### src/rtl/rle_pkg.sv
// Shared constants for the RLE code scheduler: default code width, channel tags, FSM encoding.
package rle_pkg;

    localparam int unsigned CODE_W_DEF = 16;

    localparam logic [1:0] CH_R = 2'd0;
    localparam logic [1:0] CH_G = 2'd1;
    localparam logic [1:0] CH_B = 2'd2;

    typedef enum logic [1:0] {
        ST_IDLE  = 2'd0,
        ST_RUN   = 2'd1,
        ST_DRAIN = 2'd2,
        ST_FIN   = 2'd3
    } state_e;

endpackage

### src/rtl/rle_code_fifo.sv
// Synchronous FIFO of packed code triples; a push at full succeeds when a pop happens in the same cycle.
module rle_code_fifo #(
    parameter int unsigned DEPTH = 4,
    parameter int unsigned WIDTH = 48
) (
    input  logic                     clk,
    input  logic                     rst,
    input  logic                     push,
    input  logic                     pop,
    input  logic [WIDTH-1:0]         din,
    output logic [WIDTH-1:0]         dout,
    output logic                     full,
    output logic                     empty,
    output logic [$clog2(DEPTH):0]   count
);

    localparam int unsigned AW = $clog2(DEPTH);
    localparam int unsigned CW = AW + 1;

    logic [WIDTH-1:0] mem_q [DEPTH];
    logic [WIDTH-1:0] mem_d [DEPTH];
    logic [AW-1:0]    wr_ptr_q, wr_ptr_d;
    logic [AW-1:0]    rd_ptr_q, rd_ptr_d;
    logic [CW-1:0]    count_q, count_d;
    logic             do_push;
    logic             do_pop;

    assign full  = (count_q == CW'(DEPTH));
    assign empty = (count_q == '0);
    assign count = count_q;
    assign dout  = mem_q[rd_ptr_q];

    always_comb begin
        do_pop   = pop && !empty;
        do_push  = push && (!full || do_pop);
        wr_ptr_d = wr_ptr_q;
        rd_ptr_d = rd_ptr_q;
        count_d  = count_q;
        for (int i = 0; i < int'(DEPTH); i++) begin
            mem_d[i] = mem_q[i];
        end
        if (do_push) begin
            mem_d[wr_ptr_q] = din;
            wr_ptr_d        = wr_ptr_q + AW'(1);
        end
        if (do_pop) begin
            rd_ptr_d = rd_ptr_q + AW'(1);
        end
        count_d = count_q + CW'(do_push) - CW'(do_pop);
    end

    always_ff @(posedge clk or posedge rst) begin
        if (rst) begin
            wr_ptr_q <= '0;
            rd_ptr_q <= '0;
            count_q  <= '0;
        end else begin
            wr_ptr_q <= wr_ptr_d;
            rd_ptr_q <= rd_ptr_d;
            count_q  <= count_d;
        end
    end

    // Storage needs no reset: occupancy gates every read.
    always_ff @(posedge clk) begin
        for (int i = 0; i < int'(DEPTH); i++) begin
            mem_q[i] <= mem_d[i];
        end
    end

endmodule

### src/rtl/rle_code_sched.sv
// Buffers R/G/B encoder code triples and serializes them as tagged beats, one frame per start.
// Optional frame statistics (trip_cnt, drop_cnt) are built when RLE_SCHED_STATS_EN is defined.
module rle_code_sched
    import rle_pkg::*;
#(
    parameter int unsigned DEPTH  = 4,
    parameter int unsigned CODE_W = CODE_W_DEF
) (
    input  logic              clk,
    input  logic              rst,
    input  logic              start,
    input  logic              nr,
    input  logic [CODE_W-1:0] r_code,
    input  logic [CODE_W-1:0] g_code,
    input  logic [CODE_W-1:0] b_code,
    input  logic              enc_done,
    output logic              enc_rst,
    output logic [CODE_W-1:0] out_code,
    output logic [1:0]        out_ch,
    output logic              out_valid,
    input  logic              out_ready,
    output logic              out_last,
    output logic              busy,
    output logic              frame_done,
    output logic              overflow
`ifdef RLE_SCHED_STATS_EN
    ,
    output logic [15:0]       trip_cnt,
    output logic [7:0]        drop_cnt
`endif
);

    localparam int unsigned TW = 3 * CODE_W;
    localparam int unsigned CW = $clog2(DEPTH) + 1;

    state_e         state_q, state_d;
    logic [1:0]     ch_q, ch_d;
    logic           out_valid_q, out_valid_d;
    logic           busy_q, busy_d;
    logic           enc_rst_q, enc_rst_d;
    logic           frame_done_q, frame_done_d;
    logic           overflow_q, overflow_d;

    logic           push;
    logic           pop;
    logic           drop;
    logic           clr;
    logic           accept;
    logic [CW-1:0]  count_d;

    logic [TW-1:0]  fifo_din;
    logic [TW-1:0]  head;
    logic           fifo_full;
    logic           fifo_empty;
    logic [CW-1:0]  fifo_count;

    assign fifo_din = {r_code, g_code, b_code};

    rle_code_fifo #(
        .DEPTH (DEPTH),
        .WIDTH (TW)
    ) u_fifo (
        .clk   (clk),
        .rst   (rst),
        .push  (push),
        .pop   (pop),
        .din   (fifo_din),
        .dout  (head),
        .full  (fifo_full),
        .empty (fifo_empty),
        .count (fifo_count)
    );

    // Next-state, beat sequencing and FIFO control.
    always_comb begin
        state_d      = state_q;
        ch_d         = ch_q;
        overflow_d   = overflow_q;
        push         = 1'b0;
        pop          = 1'b0;
        drop         = 1'b0;
        clr          = 1'b0;
        accept       = out_valid_q && out_ready;

        if (accept) begin
            if (ch_q == CH_B) begin
                ch_d = CH_R;
                pop  = 1'b1;
            end else begin
                ch_d = ch_q + 2'd1;
            end
        end

        case (state_q)
            ST_IDLE: begin
                if (start) begin
                    state_d = ST_RUN;
                    clr     = 1'b1;
                end
            end
            ST_RUN: begin
                if (nr) begin
                    if (!fifo_full || pop) begin
                        push = 1'b1;
                    end else begin
                        drop = 1'b1;
                    end
                end
                if (enc_done) begin
                    state_d = ST_DRAIN;
                end
            end
            ST_DRAIN: begin
                if (fifo_empty) begin
                    state_d = ST_FIN;
                end
            end
            default: begin
                state_d = ST_IDLE;
            end
        endcase

        if (clr) begin
            overflow_d = 1'b0;
        end else if (drop) begin
            overflow_d = 1'b1;
        end

        // Outputs are registered from the post-edge state and occupancy.
        count_d      = fifo_count + CW'(push) - CW'(pop);
        busy_d       = (state_d == ST_RUN) || (state_d == ST_DRAIN);
        out_valid_d  = busy_d && (count_d != '0);
        enc_rst_d    = !busy_d;
        frame_done_d = (state_d == ST_FIN);
    end

    always_ff @(posedge clk or posedge rst) begin
        if (rst) begin
            state_q      <= ST_IDLE;
            ch_q         <= CH_R;
            out_valid_q  <= 1'b0;
            busy_q       <= 1'b0;
            enc_rst_q    <= 1'b1;
            frame_done_q <= 1'b0;
            overflow_q   <= 1'b0;
        end else begin
            state_q      <= state_d;
            ch_q         <= ch_d;
            out_valid_q  <= out_valid_d;
            busy_q       <= busy_d;
            enc_rst_q    <= enc_rst_d;
            frame_done_q <= frame_done_d;
            overflow_q   <= overflow_d;
        end
    end

    // Beat data is a pure select of registered head and channel; forced to zero when idle.
    always_comb begin
        out_code = '0;
        if (out_valid_q) begin
            case (ch_q)
                CH_R:    out_code = head[TW-1 -: CODE_W];
                CH_G:    out_code = head[2*CODE_W-1 -: CODE_W];
                default: out_code = head[CODE_W-1:0];
            endcase
        end
    end

    assign out_last   = out_valid_q && (ch_q == CH_B) && (state_q == ST_DRAIN)
                        && (fifo_count == CW'(1));
    assign out_valid  = out_valid_q;
    assign out_ch     = ch_q;
    assign busy       = busy_q;
    assign enc_rst    = enc_rst_q;
    assign frame_done = frame_done_q;
    assign overflow   = overflow_q;

`ifdef RLE_SCHED_STATS_EN
    logic [15:0] trip_cnt_q, trip_cnt_d;
    logic [7:0]  drop_cnt_q, drop_cnt_d;

    // Per-frame triple and drop counters; drop count saturates.
    always_comb begin
        trip_cnt_d = trip_cnt_q;
        drop_cnt_d = drop_cnt_q;
        if (clr) begin
            trip_cnt_d = '0;
            drop_cnt_d = '0;
        end else begin
            if (pop) begin
                trip_cnt_d = trip_cnt_q + 16'd1;
            end
            if (drop && (drop_cnt_q != 8'hFF)) begin
                drop_cnt_d = drop_cnt_q + 8'd1;
            end
        end
    end

    always_ff @(posedge clk or posedge rst) begin
        if (rst) begin
            trip_cnt_q <= '0;
            drop_cnt_q <= '0;
        end else begin
            trip_cnt_q <= trip_cnt_d;
            drop_cnt_q <= drop_cnt_d;
        end
    end

    assign trip_cnt = trip_cnt_q;
    assign drop_cnt = drop_cnt_q;
`endif

endmodule
### config.mk
export PLATFORM = sky130hd
export DESIGN_NAME = rle_code_sched
export DESIGN_NICKNAME = d
export VERILOG_FILES = /design/src/rtl/rle_pkg.sv /design/src/rtl/rle_code_fifo.sv /design/src/rtl/rle_code_sched.sv
export SDC_FILE = /design/constraint.sdc
export NUM_CORES = 1
export LEC_CHECK = 0
export ABC_AREA = 1
export BUFFER_PORTS_ARGS = -buffer_cell sky130_fd_sc_hd__buf_4
export CAP_MARGIN = 0
export CORE_MARGIN = 1
export CORE_UTILIZATION = 40
export CTS_CLUSTER_SIZE = 24
export DETAILED_ROUTE_END_ITERATION = 8
export PLACE_DENSITY_LB_ADDON = 0.3
export SYNTH_ARGS = -nofsm -noshare
export SYNTH_HDL_FRONTEND = slang
export SYNTH_SLANG_ARGS = --single-unit
### constraint.sdc
create_clock -name clk -period 4.5 [get_ports clk]
set_input_delay 0.675 -clock clk [delete_from_list [all_inputs] [get_ports clk]]
set_output_delay 0.675 -clock clk [all_outputs]
set_load 0.005 [all_outputs]
==> qor.csv, run 1 <==
stage,metric,value,unit
finish,# diodes,0,
logic_synthesis,Synth area leaders,"edfxtp_1, nand2_1, nand3_1",
setup_path,Worst Path Arrival,2740,ps
timing,RSZ-0062 raised after global routing,no,
finish,layout cells sized above 1,14.0,%
setup_path,CP startpoint,u_fifo.rd_ptr_q[0]$_DFFE_PP0P_,
placement,placer congestion estimate,0.754,
setup_path,worst path required time,3830,ps
timing,final setup fails,0,
logic_synthesis,prevailing post-synth register cell,edfxtp_1,
cts,# hold bufs at CTS,0,
worst_hold_path,worst hold path type,in2async,
status,status,finished clean,
setup_path,Setup crit end kind,primary output,
route,drt first pass iters,5,
route,via count,5817,
global_route,first-pass GRT wire length,31600,um
timing,final hold slack,264,ps
cts,clk_lat worst skew,510,ps
setup_path,Critical Path Fanout Max,98,
finish,post-route insts no fill,1184,
logic_synthesis,#FFs+latches synth,208,
die,die width,151,um
cts,post-CTS sizing,0,
cts,CTS tree,done,
die,chip height,151,um
logic_synthesis,syn nets,882,
cts,CTS Buffer Depth,3,
timing,Tcrit/Tclk final,76.0,%
setup_path,Worst R2R Setup Slack,1500,ps
cts,htree depth,1,
route,Avg WL per Cell,17.1,um
route,initial DRC count,357,
cts,total CTS buffers,23,
logic_synthesis,yosys warns,0,
placement,HPWL after DPL,12000,um
logic_synthesis,Syn Area/Cell,10.8,um2
logic_synthesis,register area share after synthesis,69.7,%
die,Ports,78,
global_route,All-Layer GR Usage,18.6,%
global_route,grt ovf,0,
route,drc violations,0,
logic_synthesis,post-synth top area share,65.2,%
cts,Clock Sinks,208,
placement,placed cell area,9640,um2
power_and_ir_drop,total power,0.00637,W
cts,setup repair bufs after CTS,0,
timing,number of max-slew violations in the final report,0,
timing,fin crit period,3420,ps
finish,"Design Area, Final",10400,um2
timing,clock skew,7.91,ps
cts,Clock Tree Root,clkbuf_16,
global_route,pin count of the biggest net entering global routing,99,
global_route,initial antenna violation count,0,
finish,nets@finish,953,
route,DRT antenna net count,0,
logic_synthesis,number of synthesized flops with an enable pin,192,
die,placement row count,54,
finish,Layout area overhead,17.2,%
logic_synthesis,synth unique cells,24,
setup_path,reg-to-reg startpoint,out_valid$_DFF_PP0_,
route,DRT Wirelength,20300,um
timing,Rel. slew slack,30.7,%
timing,TNS Setup,0,ps
timing,f_max,0.293,GHz
power_and_ir_drop,P_leak,4.35,nW
global_route,vias in the first global route,5640,
route,DR vias/cell,4.91,
logic_synthesis,Synth area leader,edfxtp_1,
placement,Cells after DPL,1143,
die,total core area,21800,um2
setup_path,WS Path Type,reg2out,
die,Die ar.,22700,um2
logic_synthesis,Syn Inst Count,817,
timing,Final Hold Vio Count,0,
power_and_ir_drop,worst vdd ir,0.474,mV
cts,Clock transition at path regs,60,ps
die,Initial Util,40.7,%
flow_run,Max Cap Viol,0,
logic_synthesis,Netlist Area Pre-Place,8850,um2
logic_synthesis,Async SR Flop Fraction,7.69,%
power_and_ir_drop,PwrDens,614,nW/um2
setup_path,Worst setup SP type,flip-flop,
placement,# port buffers,77,
timing,Worst Max-Slew Pin Slew,1040,ps
per-stage QoR:
| stage | setup WS [ps] | utilization [%] |
|---|---|---|
| after global routing | 883 | 47.7 |
| after floorplan | 1030 | - |
| after global placement | 1530 | 44.3 |
| after CTS | 1060 | 47.7 |
| after detailed placement | 1440 | 44.3 |
| final | 1080 | 47.7 |
metal layers:
| metal | vias up | share of wire [%] | global-route usage [%] | wire length [um] |
|---|---|---|---|---|
| met1 | 2753 | 44 | 26.2 | 8830 |
| met4 | 0 | 2.2 | 4.85 | 450 |
| li1 | 2825 | - | - | - |
| met5 | - | 0 | 0 | 0 |
| met3 | 37 | 6.9 | 2.76 | 1400 |
| met2 | 202 | 47 | 30.1 | 9590 |
Yosys cell counts (2+ instances only):
master and number:
nand2_1 313, edfxtp_1 192, nand3_1 114, inv_1 88, nor2_1 27, buf_2 17
dfrtp_1 15, buf_4 12, ha_1 9, o21ai_0 6, buf_6 5, nor2_2 3
a21oi_1 2, clkbuf_1 2, fa_1 2, nand4_1 2
registers in the layout (all words and copies together) (netlist names):
| register | flops |
|---|---|
| u_fifo.mem_q | 192 |
| u_fifo.count | 3 |
| out_ch | 2 |
| state_q | 2 |
| u_fifo.rd_ptr_q | 2 |
| u_fifo.wr_ptr_q | 2 |
| busy | 1 |
| enc_rst | 1 |
| frame_done | 1 |
| out_valid | 1 |
| overflow | 1 |
cell type report:
class / count / area (um2)
tap: 280 / 350
fill: 2006 / 11400
clock buffer: 26 / 587
inverter: 90 / 340
sequential: 208 / 6170
multi-input combinational: 481 / 2120
clock inverter: 15 / 148
timing repair buffer: 84 / 656
critical path, cell delays in order, from the launching register on:
cell     delay, ps
dfrtp_2        530
inv_4          800
nand2_1        100
nand3_1        130
nand2_1        110
nand2_1         90
nand2_1         60
nor2_1         230
buf_4          150
final timing paths:
path | cells after the start | endpoint
hold reg to reg | 1 | state_q[1]$_DFF_PP0_
min in group clk | 1 | u_fifo.mem_q[3][45]$_DFFE_PP_
max in group asynchronous | 2 | u_fifo.rd_ptr_q[0]$_DFFE_PP0P_
setup reg to reg | 5 | u_fifo.mem_q[0][26]$_DFFE_PP_
hold / removal | 2 | busy$_DFF_PP0_
setup / recovery | 8 | out_code[5]
layout by cell type, fill, tap and decap left out, types with 4 or more instances in the layout:
| cell | count |
|---|---|
| nand2_1 | 313 |
| edfxtp_1 | 192 |
| nand3_1 | 114 |
| inv_1 | 88 |
| buf_4 | 82 |
| nor2_1 | 23 |
| clkbuf_16 | 23 |
| dfrtp_1 | 13 |
| ha_1 | 9 |
| clkinv_1 | 8 |
| o21ai_0 | 6 |
| nor2_4 | 4 |
power breakdown:
part           total, W  switching [W]  internal, W  leakage (nW)
sequential      0.00246       0.000153      0.00231          1.92
combinational   0.00206        0.00137     0.000691          2.06
clock           0.00184       0.000739      0.00110         0.358
cell families after synthesis:
| family | after synthesis | synth area share (%) |
|---|---|---|
| adder cells (fa/ha/maj) | 11 | 1.73 |
| AND/OR/NAND/NOR | 461 | 21.4 |
| AO/OA/AOI/OAI | 8 | 0.453 |
| XOR/XNOR | 1 | 0.0990 |
| buffers and inverters | 128 | 6.65 |
| flip-flops | 208 | 69.7 |
Note: power is estimated with default switching activity, not from simulation.
==> inputs of run 2 (changes only) <==
--- a/config.mk
+++ b/config.mk
@@ -5,7 +5,7 @@
 export SDC_FILE = /design/constraint.sdc
 export NUM_CORES = 1
 export LEC_CHECK = 0
-export ABC_AREA = 1
+export ABC_AREA = 0
 export BUFFER_PORTS_ARGS = -buffer_cell sky130_fd_sc_hd__buf_4
 export CAP_MARGIN = 0
 export CORE_MARGIN = 1
==> constraint.sdc (replaced) <==
create_clock -name clk -period 3.52 [get_ports clk]
set_input_delay 0.528 -clock clk [delete_from_list [all_inputs] [get_ports clk]]
set_output_delay 0.528 -clock clk [all_outputs]
set_load 0.005 [all_outputs]
==> qor.csv, run 2 <==
stage,metric,value,unit
cts,CTS tree,done,
setup_path,Worst Path Arrival,2680,ps
die,chip height,148,um
route,drt first pass iters,4,
die,Die ar.,21900,um2
route,initial DRC count,308,
timing,Rel. slew slack,36.8,%
logic_synthesis,Synth area leaders,"edfxtp_1, mux2_2, dfrtp_1",
die,placement row count,53,
status,status,finished clean,
timing,number of max-slew violations in the final report,0,
logic_synthesis,Syn Area/Cell,17.7,um2
placement,placed cell area,9430,um2
route,via count,4478,
logic_synthesis,"count leader, synth",edfxtp_1,
global_route,first-pass GRT wire length,26800,um
timing,final setup fails,0,
timing,fin crit period,3210,ps
logic_synthesis,register area share after synthesis,72.4,%
power_and_ir_drop,worst vdd ir,0.266,mV
die,total core area,21000,um2
logic_synthesis,#FFs+latches synth,208,
cts,setup repair bufs after CTS,0,
finish,Biggest register,u_fifo.mem_q,
power_and_ir_drop,PwrDens,750,nW/um2
placement,# port buffers,77,
placement,Cells after DPL,820,
finish,Layout area overhead,18.8,%
finish,"Design Area, Final",10100,um2
setup_path,R2R Path End,u_fifo.mem_q[1][24]$_DFFE_PP_,
logic_synthesis,prevailing post-synth register cell,edfxtp_1,
logic_synthesis,Async SR Flop Fraction,7.69,%
finish,Largest register FFs,192,
route,DRT Wirelength,17400,um
setup_path,worst path required time,2990,ps
cts,Clock Sinks,208,
finish,post-route insts no fill,857,
logic_synthesis,Synth area leader,edfxtp_1,
route,Avg WL per Cell,20.4,um
global_route,vias in the first global route,4815,
setup_path,CP startpoint,u_fifo.rd_ptr_q[1]$_DFFE_PP0P_,
finish,layout cells sized above 1,34.6,%
die,die width,148,um
timing,Tcrit/Tclk final,91.2,%
cts,# hold bufs at CTS,0,
cts,total CTS buffers,21,
worst_hold_path,worst hold path type,in2async,
cts,htree depth,1,
route,DR vias/cell,5.23,
finish,"commonest non-fill, non-tap cell in the layout",edfxtp_1,
cts,Clock transition at path regs,60,ps
cts,post-CTS sizing,0,
setup_path,Top Family by Delay on Critical Path,flip-flops,
cts,CTS Buffer Depth,3,
logic_synthesis,Synth top cells by count,"edfxtp_1, mux2_2, mux2i_1",
global_route,pin count of the biggest net entering global routing,67,
die,Ports,78,
setup_path,worst path cell trace,buf_12 > mux2_2 > o21ai_0 > nor4_2 > buf_4,
logic_synthesis,Syn Inst Count,481,
route,drc violations,0,
logic_synthesis,synth unique cells,41,
setup_path,R2R depth,4,
global_route,grt ovf,0,
cts,clk_lat worst skew,490,ps
setup_path,Setup crit end kind,primary output,
timing,RSZ-0062 raised after global routing,no,
setup_path,CP Capture Point,out_code[7],
setup_path,Worst R2R Setup Slack,1030,ps
finish,"leading cell types in the layout, fill and taps excluded","edfxtp_1, buf_4, mux2_2",
placement,placer congestion estimate,0.741,
timing,Final Hold Vio Count,0,
setup_path,CP max stage delay,1010,ps
setup_path,"Slowest-stage cell, CP",dfrtp_4,
global_route,initial antenna violation count,0,
route,DRT antenna net count,0,
power_and_ir_drop,P_leak,3.48,nW
finish,nets@finish,633,
global_route,All-Layer GR Usage,16.3,%
setup_path,Worst setup SP type,flip-flop,
flow_run,Max Cap Viol,0,
cts,Clock Tree Root,clkbuf_16,
setup_path,WS Path Type,reg2out,
logic_synthesis,post-synth top area share,67.7,%
timing,Worst Max-Slew Pin Slew,948,ps
die,Initial Util,40.6,%
placement,HPWL after DPL,10600,um
setup_path,Worst path depth,5,
timing,clock skew,7.12,ps
logic_synthesis,Netlist Area Pre-Place,8510,um2
setup_path,reg-to-reg startpoint,out_ch[1]$_DFFE_PP0P_,
setup_path,CP Buf/Inv Count,2,
logic_synthesis,yosys warns,0,
setup_path,Critical Path Fanout Max,66,
timing,f_max,0.311,GHz
logic_synthesis,number of synthesized flops with an enable pin,192,
logic_synthesis,syn nets,546,
timing,TNS Setup,0,ps
run 2: layout make-up:
class	instances	area, um2
fillers	1798	10800
inverters	14	52.6
clock buffers	26	564
flip-flops and latches	208	6170
diodes	1	2.50
well taps	275	344
multi-input cells	233	2120
repair buffers	90	738
clock inverters	10	120
run 2: kinds of logic after synthesis:
| family | synth area share [%] |
|---|---|
| adder cells (fa/ha/maj) | 1.79 |
| flip-flops | 72.4 |
| buffers and inverters | 2.79 |
| AO/OA/AOI/OAI | 6.36 |
| AND/OR/NAND/NOR | 5.61 |
| multiplexers | 10.4 |
| XOR/XNOR | 0.617 |
run 2: worst register-to-register path: cells and delay by family (launching register included):
kind / cells / cell delay (ps)
flip-flops: 1 / 600
AO/OA/AOI/OAI: 1 / 360
AND/OR/NAND/NOR: 2 / 940
buffers and inverters: 1 / 290
run 2: worst min path at each step:
stage                              startpoint  slack [ps]                             end  depth (start not counted)
6_report                                  rst         130            state_q[1]$_DFF_PP0_                          2
5_1_grt                                   rst         170            overflow$_DFFE_PP0P_                          2
4_1_cts                                   rst         140            overflow$_DFFE_PP0P_                          2
3_5_place_dp             state_q[0]$_DFF_PP0_         540            overflow$_DFFE_PP0P_                          2
3_3_place_gp   u_fifo.wr_ptr_q[1]$_DFFE_PP0P_         530  u_fifo.wr_ptr_q[1]$_DFFE_PP0P_                          1
2_1_floorplan                             rst         440                  busy$_DFF_PP0_                          1
run 2: report_power, final:
group	switching [W]	leakage (nW)	internal, W	total, W
logic	0.00112	1.22	0.000991	0.00211
clock network	0.000862	0.337	0.00135	0.00221
registers	0.000260	1.93	0.00300	0.00326
total	0.00224	3.48	0.00534	0.00758
run 2: per-stage QoR:
| step | util [%] | hold WS, ps | setup slack [ps] | power [W] |
|---|---|---|---|---|
| 2_1_floorplan | - | 441 | 911 | 0.00464 |
| 3_3_place_gp | 45.0 | 531 | 839 | 0.00538 |
| 3_5_place_dp | 45.0 | 544 | 788 | 0.00544 |
| 4_1_cts | 48.3 | 139 | 263 | 0.00767 |
| 5_1_grt | 48.3 | 169 | 124 | 0.00794 |
| 6_report | 48.3 | 129 | 309 | 0.00758 |
run 2: metal layers:
metal | up-vias | share of wire [%] | wire length, um | global-route usage, %
li1 | 2068 | - | - | -
met1 | 2298 | 43 | 7530 | 20.6
met2 | 89 | 51 | 8890 | 28.4
met3 | 23 | 4.3 | 743 | 3.24
met4 | 0 | 1.6 | 281 | 4.59
met5 | - | 0 | 0 | 0
